--- src/rtl/ntt_butterfly_pipe.sv ---
// Three-stage pipelined NTT butterfly (CT forward / GS inverse) mod Q with valid/ready and tag sideband.
// Optional completed-operation counter on op_cnt_o enabled by defining BFLY_OPCNT_EN.
module ntt_butterfly_pipe #(
    parameter int W     = 23,
    parameter int Q     = 8380417,
    parameter int TAG_W = 8
) (
    input  logic             clk_i,
    input  logic             rst_n_i,
    input  logic             valid_i,
    output logic             ready_o,
    input  logic [W:0]       a_i,
    input  logic [W:0]       b_i,
    input  logic [W-1:0]     twiddle_i,
    input  logic             sel_red_i,
    input  logic             sel_butterfly_i,
    input  logic [TAG_W-1:0] tag_i,
    output logic             valid_o,
    input  logic             ready_i,
    output logic [W-1:0]     a_out_o,
    output logic [W-1:0]     b_out_o,
    output logic [TAG_W-1:0] tag_o,
    output logic [31:0]      op_cnt_o
);

    localparam logic [W:0]     Q_N  = (W+1)'(Q);
    localparam logic [2*W-1:0] Q_P  = (2*W)'(Q);
    // Barrett constant floor(2^(2W)/Q); assumes 2^(W-1) < Q < 2^W so it fits in W+1 bits
    localparam logic [2*W:0]   MU_F = ((2*W+1)'(1'b1) << (2*W)) / (2*W+1)'(Q);
    localparam logic [W:0]     MU   = (W+1)'(MU_F);

    function automatic logic [W-1:0] red_q(input logic [W:0] x);
        logic [W:0] r;
        if (x >= Q_N) r = x - Q_N;
        else          r = x;
        return W'(r);
    endfunction

    function automatic logic [W-1:0] mod_add(input logic [W-1:0] x, input logic [W-1:0] y);
        logic [W:0] s;
        s = {1'b0, x} + {1'b0, y};
        if (s >= Q_N) s = s - Q_N;
        else          s = s;
        return W'(s);
    endfunction

    function automatic logic [W-1:0] mod_sub(input logic [W-1:0] x, input logic [W-1:0] y);
        logic [W:0] s;
        if (x >= y) s = {1'b0, x} - {1'b0, y};
        else        s = {1'b0, x} + Q_N - {1'b0, y};
        return W'(s);
    endfunction

    // Barrett reduction of x < Q^2; the quotient estimate is low by at most 2
    function automatic logic [W-1:0] barrett(input logic [2*W-1:0] x);
        logic [W:0]       q1;
        logic [2*W+1:0]   q2;
        logic [W:0]       q3;
        logic [2*W-1:0]   qq;
        logic [W+1:0]     r;
        q1 = (W+1)'(x >> (W-1));
        q2 = {{(W+1){1'b0}}, q1} * {{(W+1){1'b0}}, MU};
        q3 = (W+1)'(q2 >> (W+1));
        qq = {{(W-1){1'b0}}, q3} * Q_P;
        r  = (W+2)'(x - qq);
        if (r >= {1'b0, Q_N}) r = r - {1'b0, Q_N};
        else                  r = r;
        if (r >= {1'b0, Q_N}) r = r - {1'b0, Q_N};
        else                  r = r;
        return W'(r);
    endfunction

    logic             stall_s;
    logic [W-1:0]     ra_s, rb_s, x1_s, y1_s, p_s, ao_s, bo_s;
    logic             v1_r, m1_r, v2_r, m2_r;
    logic [W-1:0]     x1_r, y1_r, w1_r, x2_r;
    logic [2*W-1:0]   prod2_r;
    logic [TAG_W-1:0] t1_r, t2_r;

    assign stall_s = valid_o && !ready_i;
    assign ready_o = !stall_s;

    // Stage-1 operand conditioning: optional pre-reduction, GS sum/difference
    always_comb begin
        ra_s = W'(a_i);
        rb_s = W'(b_i);
        x1_s = '0;
        y1_s = '0;
        if (sel_red_i) begin
            ra_s = red_q(a_i);
            rb_s = red_q(b_i);
        end else begin
            ra_s = W'(a_i);
            rb_s = W'(b_i);
        end
        if (sel_butterfly_i) begin
            x1_s = mod_add(ra_s, rb_s);
            y1_s = mod_sub(ra_s, rb_s);
        end else begin
            x1_s = ra_s;
            y1_s = rb_s;
        end
    end

    // Stage-3 result forming from the reduced product
    always_comb begin
        p_s  = barrett(prod2_r);
        ao_s = '0;
        bo_s = '0;
        if (m2_r) begin
            ao_s = x2_r;
            bo_s = p_s;
        end else begin
            ao_s = mod_add(x2_r, p_s);
            bo_s = mod_sub(x2_r, p_s);
        end
    end

    // Pipeline registers; the whole pipe freezes on a global stall
    always_ff @(posedge clk_i or negedge rst_n_i) begin
        if (!rst_n_i) begin
            v1_r    <= 1'b0;
            m1_r    <= 1'b0;
            t1_r    <= '0;
            x1_r    <= '0;
            y1_r    <= '0;
            w1_r    <= '0;
            v2_r    <= 1'b0;
            m2_r    <= 1'b0;
            t2_r    <= '0;
            x2_r    <= '0;
            prod2_r <= '0;
            valid_o <= 1'b0;
            a_out_o <= '0;
            b_out_o <= '0;
            tag_o   <= '0;
        end else if (!stall_s) begin
            v1_r    <= valid_i;
            m1_r    <= sel_butterfly_i;
            t1_r    <= tag_i;
            x1_r    <= x1_s;
            y1_r    <= y1_s;
            w1_r    <= twiddle_i;
            v2_r    <= v1_r;
            m2_r    <= m1_r;
            t2_r    <= t1_r;
            x2_r    <= x1_r;
            prod2_r <= {{W{1'b0}}, y1_r} * {{W{1'b0}}, w1_r};
            valid_o <= v2_r;
            a_out_o <= ao_s;
            b_out_o <= bo_s;
            tag_o   <= t2_r;
        end else begin
            v1_r    <= v1_r;
            v2_r    <= v2_r;
            valid_o <= valid_o;
        end
    end

`ifdef BFLY_OPCNT_EN
    // Completed-operation counter, counts output handshakes and wraps
    always_ff @(posedge clk_i or negedge rst_n_i) begin
        if (!rst_n_i) begin
            op_cnt_o <= 32'd0;
        end else if (valid_o && ready_i) begin
            op_cnt_o <= op_cnt_o + 32'd1;
        end else begin
            op_cnt_o <= op_cnt_o;
        end
    end
`else
    assign op_cnt_o = 32'd0;
`endif

endmodule

--- config.mk ---
export PLATFORM = sky130hd
export DESIGN_NAME = ntt_butterfly_pipe
export DESIGN_NICKNAME = d
export VERILOG_FILES = /design/src/rtl/ntt_butterfly_pipe.sv
export SDC_FILE = /design/constraint.sdc
export NUM_CORES = 2
export LEC_CHECK = 0
export BUFFER_PORTS_ARGS = -buffer_cell sky130_fd_sc_hd__buf_4
export CAP_MARGIN = 30
export CORE_MARGIN = 4
export CORE_UTILIZATION = 60
export CTS_BUF_LIST = sky130_fd_sc_hd__clkbuf_4
export CTS_CLUSTER_DIAMETER = 40
export DETAILED_ROUTE_END_ITERATION = 10
export PLACE_DENSITY = 0.89
export SKIP_CTS_REPAIR_TIMING = 1
export SLEW_MARGIN = 20
export SYNTH_ARGS = -nofsm -noshare
export SYNTH_HDL_FRONTEND = slang
export SYNTH_SLANG_ARGS = --single-unit
--- constraint.sdc ---
create_clock -name clk_i -period 18.05 [get_ports clk_i]
set_clock_uncertainty 0.05 [all_clocks]
set_input_delay 1.805 -clock clk_i [delete_from_list [all_inputs] [get_ports clk_i]]
set_output_delay 1.805 -clock clk_i [all_outputs]
set_load 0.03 [all_outputs]
### Word-level counts from Yosys, hierarchy flattened

Index checks and enable logic that the tools add are counted.

* register bits: 213
* output and inout bits: 88
* word-level logic and storage cells: 58

* reductions and logical operators: 3
* multiply operators: 3
* muxes and demuxes: 14
* magnitude comparators: 8
* $add $sub $neg: 15

Operator list (count)
* 23-bit 2-to-1 mux: 13
* 23-bit subtractor (second input constant): 5
* 24-bit by 23-bit greater-or-equal comparator with 1-bit output (second input constant): 4
* 23-bit subtractor: 4
* 25-bit by 23-bit greater-or-equal comparator with 1-bit output (second input constant): 2
* 23-bit by 23-bit adder with 24-bit output: 2
* 24-bit by 24-bit multiplier with 48-bit output (second input constant): 1
* 23-bit adder (second input constant): 2
* 23-bit greater-or-equal comparator: 2
* 23-bit by 23-bit multiplier with 46-bit output: 1
* 24-bit by 23-bit multiplier with 25-bit output (second input constant): 1
* 25-bit 2-to-1 mux: 1
* 25-bit by 23-bit subtractor with 25-bit output (second input constant): 1
* 25-bit subtractor: 1
* 1-bit logical NOT: 2
* 1-bit logical AND: 1

### Depth between registers and ports, before layout

* depth in word-level cells: 11
* gate-level depth with buffers: 78
* depth with buffers taken out: 77

### Least setup slack after synthesis

OpenSTA, ideal clock, no wires.

* path type: reg2reg
* start: register prod2_r[40]
* end: register a_out_o[12]
* required time: 17.874 ns
* arrival time: 16.978 ns
* buffers on the path: 1
* period minus slack after synthesis: 17.154 ns
* setup time: 0.126 ns
* cell stages (with the launch flop): 68
* slack: 0.896 ns
* cell sequence: dfrtp_1 inv_1 fa_1 inv_1 ha_1 fa_1 ha_1 ha_1 nand3_1 or4_1 a2111o_1 nand3_2 o221a_2 a21oi_1 o21ai_0 a21oi_1 xnor2_1 inv_1 (+32 left out) a21oi_1 o21a_1 o21ai_0 a21oi_1 o21ai_1 a21oi_1 o21ai_0 a21oi_1 o211a_1 a221oi_1 xnor2_1 or3b_1 or2_2 o41ai_2 nand2_1 or4_1 xnor2_1 a221o_1

* word-level cells in the longest chain between the ends: 11
* elaborated cells between the ends (all ways): 14

RTL lines
* start: declaration: line 77 `logic [2*W-1:0] prod2_r;`
* start signal: assignment: line 148 `prod2_r <= {{W{1'b0}}, y1_r} * {{W{1'b0}}, w1_r};`
* 24-bit by 24-bit multiplier with 48-bit output *: line 62 `q2 = {{(W+1){1'b0}}, q1} * {{(W+1){1'b0}}, MU};`
* 24-bit by 23-bit multiplier with 25-bit output *: line 64 `qq = {{(W-1){1'b0}}, q3} * Q_P;`
* 25-bit subtractor *: line 65 `r = (W+2)'(x - qq);`
* 25-bit by 23-bit subtractor with 25-bit output or 25-bit by 23-bit greater-or-equal comparator with 1-bit output (tied branches): line 66 `if (r >= {1'b0, Q_N}) r = r - {1'b0, Q_N};`
* 25-bit 2-to-1 mux *: line 66
* 23-bit subtractor or 25-bit by 23-bit greater-or-equal comparator with 1-bit output (tied branches): line 68 `if (r >= {1'b0, Q_N}) r = r - {1'b0, Q_N};`
* 23-bit 2-to-1 mux *: line 68
* 23-bit by 23-bit adder with 24-bit output *: line 41 `s = {1'b0, x} + {1'b0, y};`
* 23-bit subtractor or 24-bit by 23-bit greater-or-equal comparator with 1-bit output (tied branches): line 42 `if (s >= Q_N) s = s - Q_N;`
* 23-bit 2-to-1 mux *: line 42
* 23-bit 2-to-1 mux *: line 110 `if (m2_r) begin`
* end signal: assignment: line 150 `a_out_o <= ao_s;`
* end: declaration: line 20 `output logic [W-1:0] a_out_o,`

Mark *: on every way between the ends. The rest lies on a longest branch, timed or not.
A chain may end at the register's enable or synchronous reset.

### Worst setup path after layout

* start: register prod2_r[40]
* end: register b_out_o[22]

* word-level cells in the longest chain between the ends: 10
* elaborated cells between the ends (all ways): 14

RTL lines
* 24-bit by 24-bit multiplier with 48-bit output *: line 62
* 24-bit by 23-bit multiplier with 25-bit output *: line 64
* 25-bit subtractor *: line 65
* 25-bit by 23-bit subtractor with 25-bit output or 25-bit by 23-bit greater-or-equal comparator with 1-bit output (tied branches): line 66
* 25-bit 2-to-1 mux *: line 66
* 23-bit subtractor or 25-bit by 23-bit greater-or-equal comparator with 1-bit output (tied branches): line 68
* 23-bit 2-to-1 mux *: line 68
* 23-bit subtractor (tied with other cells): line 50 `else s = {1'b0, x} + Q_N - {1'b0, y};`
* 23-bit 2-to-1 mux: line 49 `if (x >= y) s = {1'b0, x} - {1'b0, y};`
* 23-bit 2-to-1 mux *: line 110
* end signal: assignment: line 151 `b_out_o <= bo_s;`
* end: declaration: line 21 `output logic [W-1:0] b_out_o,`

Marks and branches as above.

==> results.cfg <==
[run_status]
outcome = finished, final reports clean

[grt]
grt_pass1_vias = 37220
grt_use_total_pct = 30.94
antenna_found_initial = 3
top_usage_layer = met2
use_met2_pct = 50.19
grt_max_degree = 168
met1_usage_pct = 39.85
use_met3_pct = 7.160
grt_pass1_wl_um = 188100
grt.overflow.total = 0

[detailed_routing]
wl_per_cell_um = 18.99
ant_nets = 0
num_vias = 36090
wl_um = 117100
first_pass_iters = 8
drtIter0Drc = 3314
route.detailed.drc = 0
via_per_inst = 5.854

[yosys]
synth_top_family_by_area = adder cells
post_synth.cell_area_avg_um2 = 8.441
yosys.area_share.adder_pct = 43.29
synthXorXnorAreaFrac_pct = 7.105
yosys.area_share.simple_pct = 16.20
synth-compound-area-share_pct = 10.81
synthMuxAreaShare_pct = 0.3127
synth_top_cell_by_area = fa_1
synth_most_common_cell = inv_1
syn_area_um2 = 42810
yosys_most_used_dff = dfrtp_1
synthTopCellsByCount = inv_1, nand2_1, ha_1
synth_top_area_share_pct = 26.14
ys_seq_area_share_pct = 12.45
synth-seq-cells = 213
yosys_warnings = 0
ys_top_cells_by_area = fa_1, ha_1, dfrtp_1, inv_1, nand2_1
synth_edf_count = 0
synth_cells = 5072
async_flop_share_pct = 100.0
synth_cell_types = 95

[clock_network]
path_clk_slew_ns = 0.06
cts.htree.levels = 2
clock_path_buffers = 3
cts_buffers = 61
insertion_delay_ns = 0.86
cts.sinks = 213
cts_root_buffer = clkbuf_4
cts_tree = built

[timing]
slew_viol_final = 0
max-slew-margin-rel_pct = 26.40
period_share_pct = 96.03
tightest_slew_ns = 1.094
finalHoldViolCount = 0
min_period_ns = 17.33
max_freq_ghz = 0.05769
setup_violations = 0
layout_setup_ws_ns = 0.7159

[worst_setup_path]
slowest_delay_ns = 0.57
critPathSlowestCell = fa_1
cp_common_cell = fa_1
startpoint_type = flop
r2r-end = b_out_o[22]
critPathCaptureType = flop
r2r-start = prod2_r[40]
r2r_slack_ns = 0.72
path_class = reg -> reg
worst-path-max-fanout = 6
critPathRequiredTime_ns = 18.63
crit_arrival_ns = 17.91
rr_worst_depth = 71

[layout]
final_net_count = 6408
drive_gt1_share_pct = 7.854
area_growth_pct = 7.438

[floorplanning]
rows = 97
core_region_area_um2 = 70390
dieHeight_um = 275.1
fp.dieArea_um2 = 75690
die_w_um = 275.1
io_pins = 173
initial_utilization_pct = 60.82

[placed_design]
post-place-ws_ns = -0.05567
portBuffers = 140
gp_congestion = 0.9811
dp_hpwl_um = 92300

[worst_hold_path]
hp-class = reg -> reg
min_from = v2_r
min_path_cells = 2
worstHoldEndpoint = v2_r

[job]
max_cap_violations = 0
## final cells by class
cell class	instances	area (µm²)
multi-input cells	3802	33590
fillers	5384	24400
diodes	5	12.51
clock inverters	20	151.4
inverters	872	3284
flip-flops and latches	213	5336
repair buffers	227	1799
well taps	940	1176
clock buffers	86	645.6
## stage by stage
stage	setup TNS (ns)	std cells	hold slack, ns	cell area [µm²]	util [%]
after floorplan	0	5103	0.3800	42930	-
after global placement	0	6030	0.3923	44740	63.56
after detailed placement	-0.05567	6032	0.3964	44780	63.61
after CTS	-0.05934	6138	0.4109	45570	64.74
after global routing	-0.4240	6162	0.4298	45990	65.33
final	0	6165	0.4105	46000	65.34
## routing by layer
layer,vias to the layer above,wire (µm)
met3,498,12460
met1,17390,44870
li1,16260,-
met4,2,6101
met5,-,13
met2,1945,53610
## flip-flops by register name (all words and copies together), names as in the netlist, 8 cells and up
register and flops:
b_out_o 23, t2_r 8, w1_r 23, a_out_o 23, y1_r 23, x2_r 23, x1_r 23, prod2_r 46
tag_o 8, t1_r 8
## logic make-up after synthesis
| logic type | Yosys count |
|---|---|
| buffers and inverters | 1088 |
| DFF | 213 |
| xor gates and xnor gates | 338 |
| and+or+nand+nor | 1547 |
| muxes | 13 |
| adders and majority gates | 1146 |
| other | 1 |
| AOI/OAI and AO/OA | 726 |
## how the worst max path moves through the flow
stage / startpoint / endpoint / slack, ns
after floorplan: prod2_r[40] / a_out_o[12] / 0.90
after global placement: prod2_r[41] / a_out_o[12] / 0.32
after detailed placement: prod2_r[41] / a_out_o[12] / -0.06
after CTS: prod2_r[41] / a_out_o[12] / -0.06
after global routing: prod2_r[40] / a_out_o[7] / -0.08
final: prod2_r[40] / b_out_o[22] / 0.72
## cell usage in the layout, fill, tap and decap left out, types with 35 or more instances in the layout
cell type / Yosys / routed
inv_1: 867 / 864
nand2_1: 774 / 772
ha_1: 587 / 585
fa_1: 559 / 559
nor2_1: 289 / 288
a21oi_1: 232 / 228
xnor2_1: 223 / 220
buf_4: 32 / 219
dfrtp_1: 213 / 208
and2_1: 157 / 157
o21ai_0: 158 / 151
xor2_1: 108 / 106
clkbuf_4: 0 / 87
nor3_1: 69 / 68
nand3_1: 57 / 57
a21o_1: 46 / 46
nand2b_1: 44 / 44
and3_1: 36 / 35
## worst max-delay path: cells and delay by family (launching register included)
family                     cells  cell delay (ns)
and+or+nand+nor               13             2.69
muxes                          1             0.11
adders and majority gates     15             6.23
DFF                            1             0.44
buffers and inverters          8             0.87
AOI/OAI and AO/OA             26             5.11
xor gates and xnor gates       8             1.64
Power is left out: the tool's default activity adds up to more than one toggle a clock period on the data nets, which glitch-free logic cannot reach.
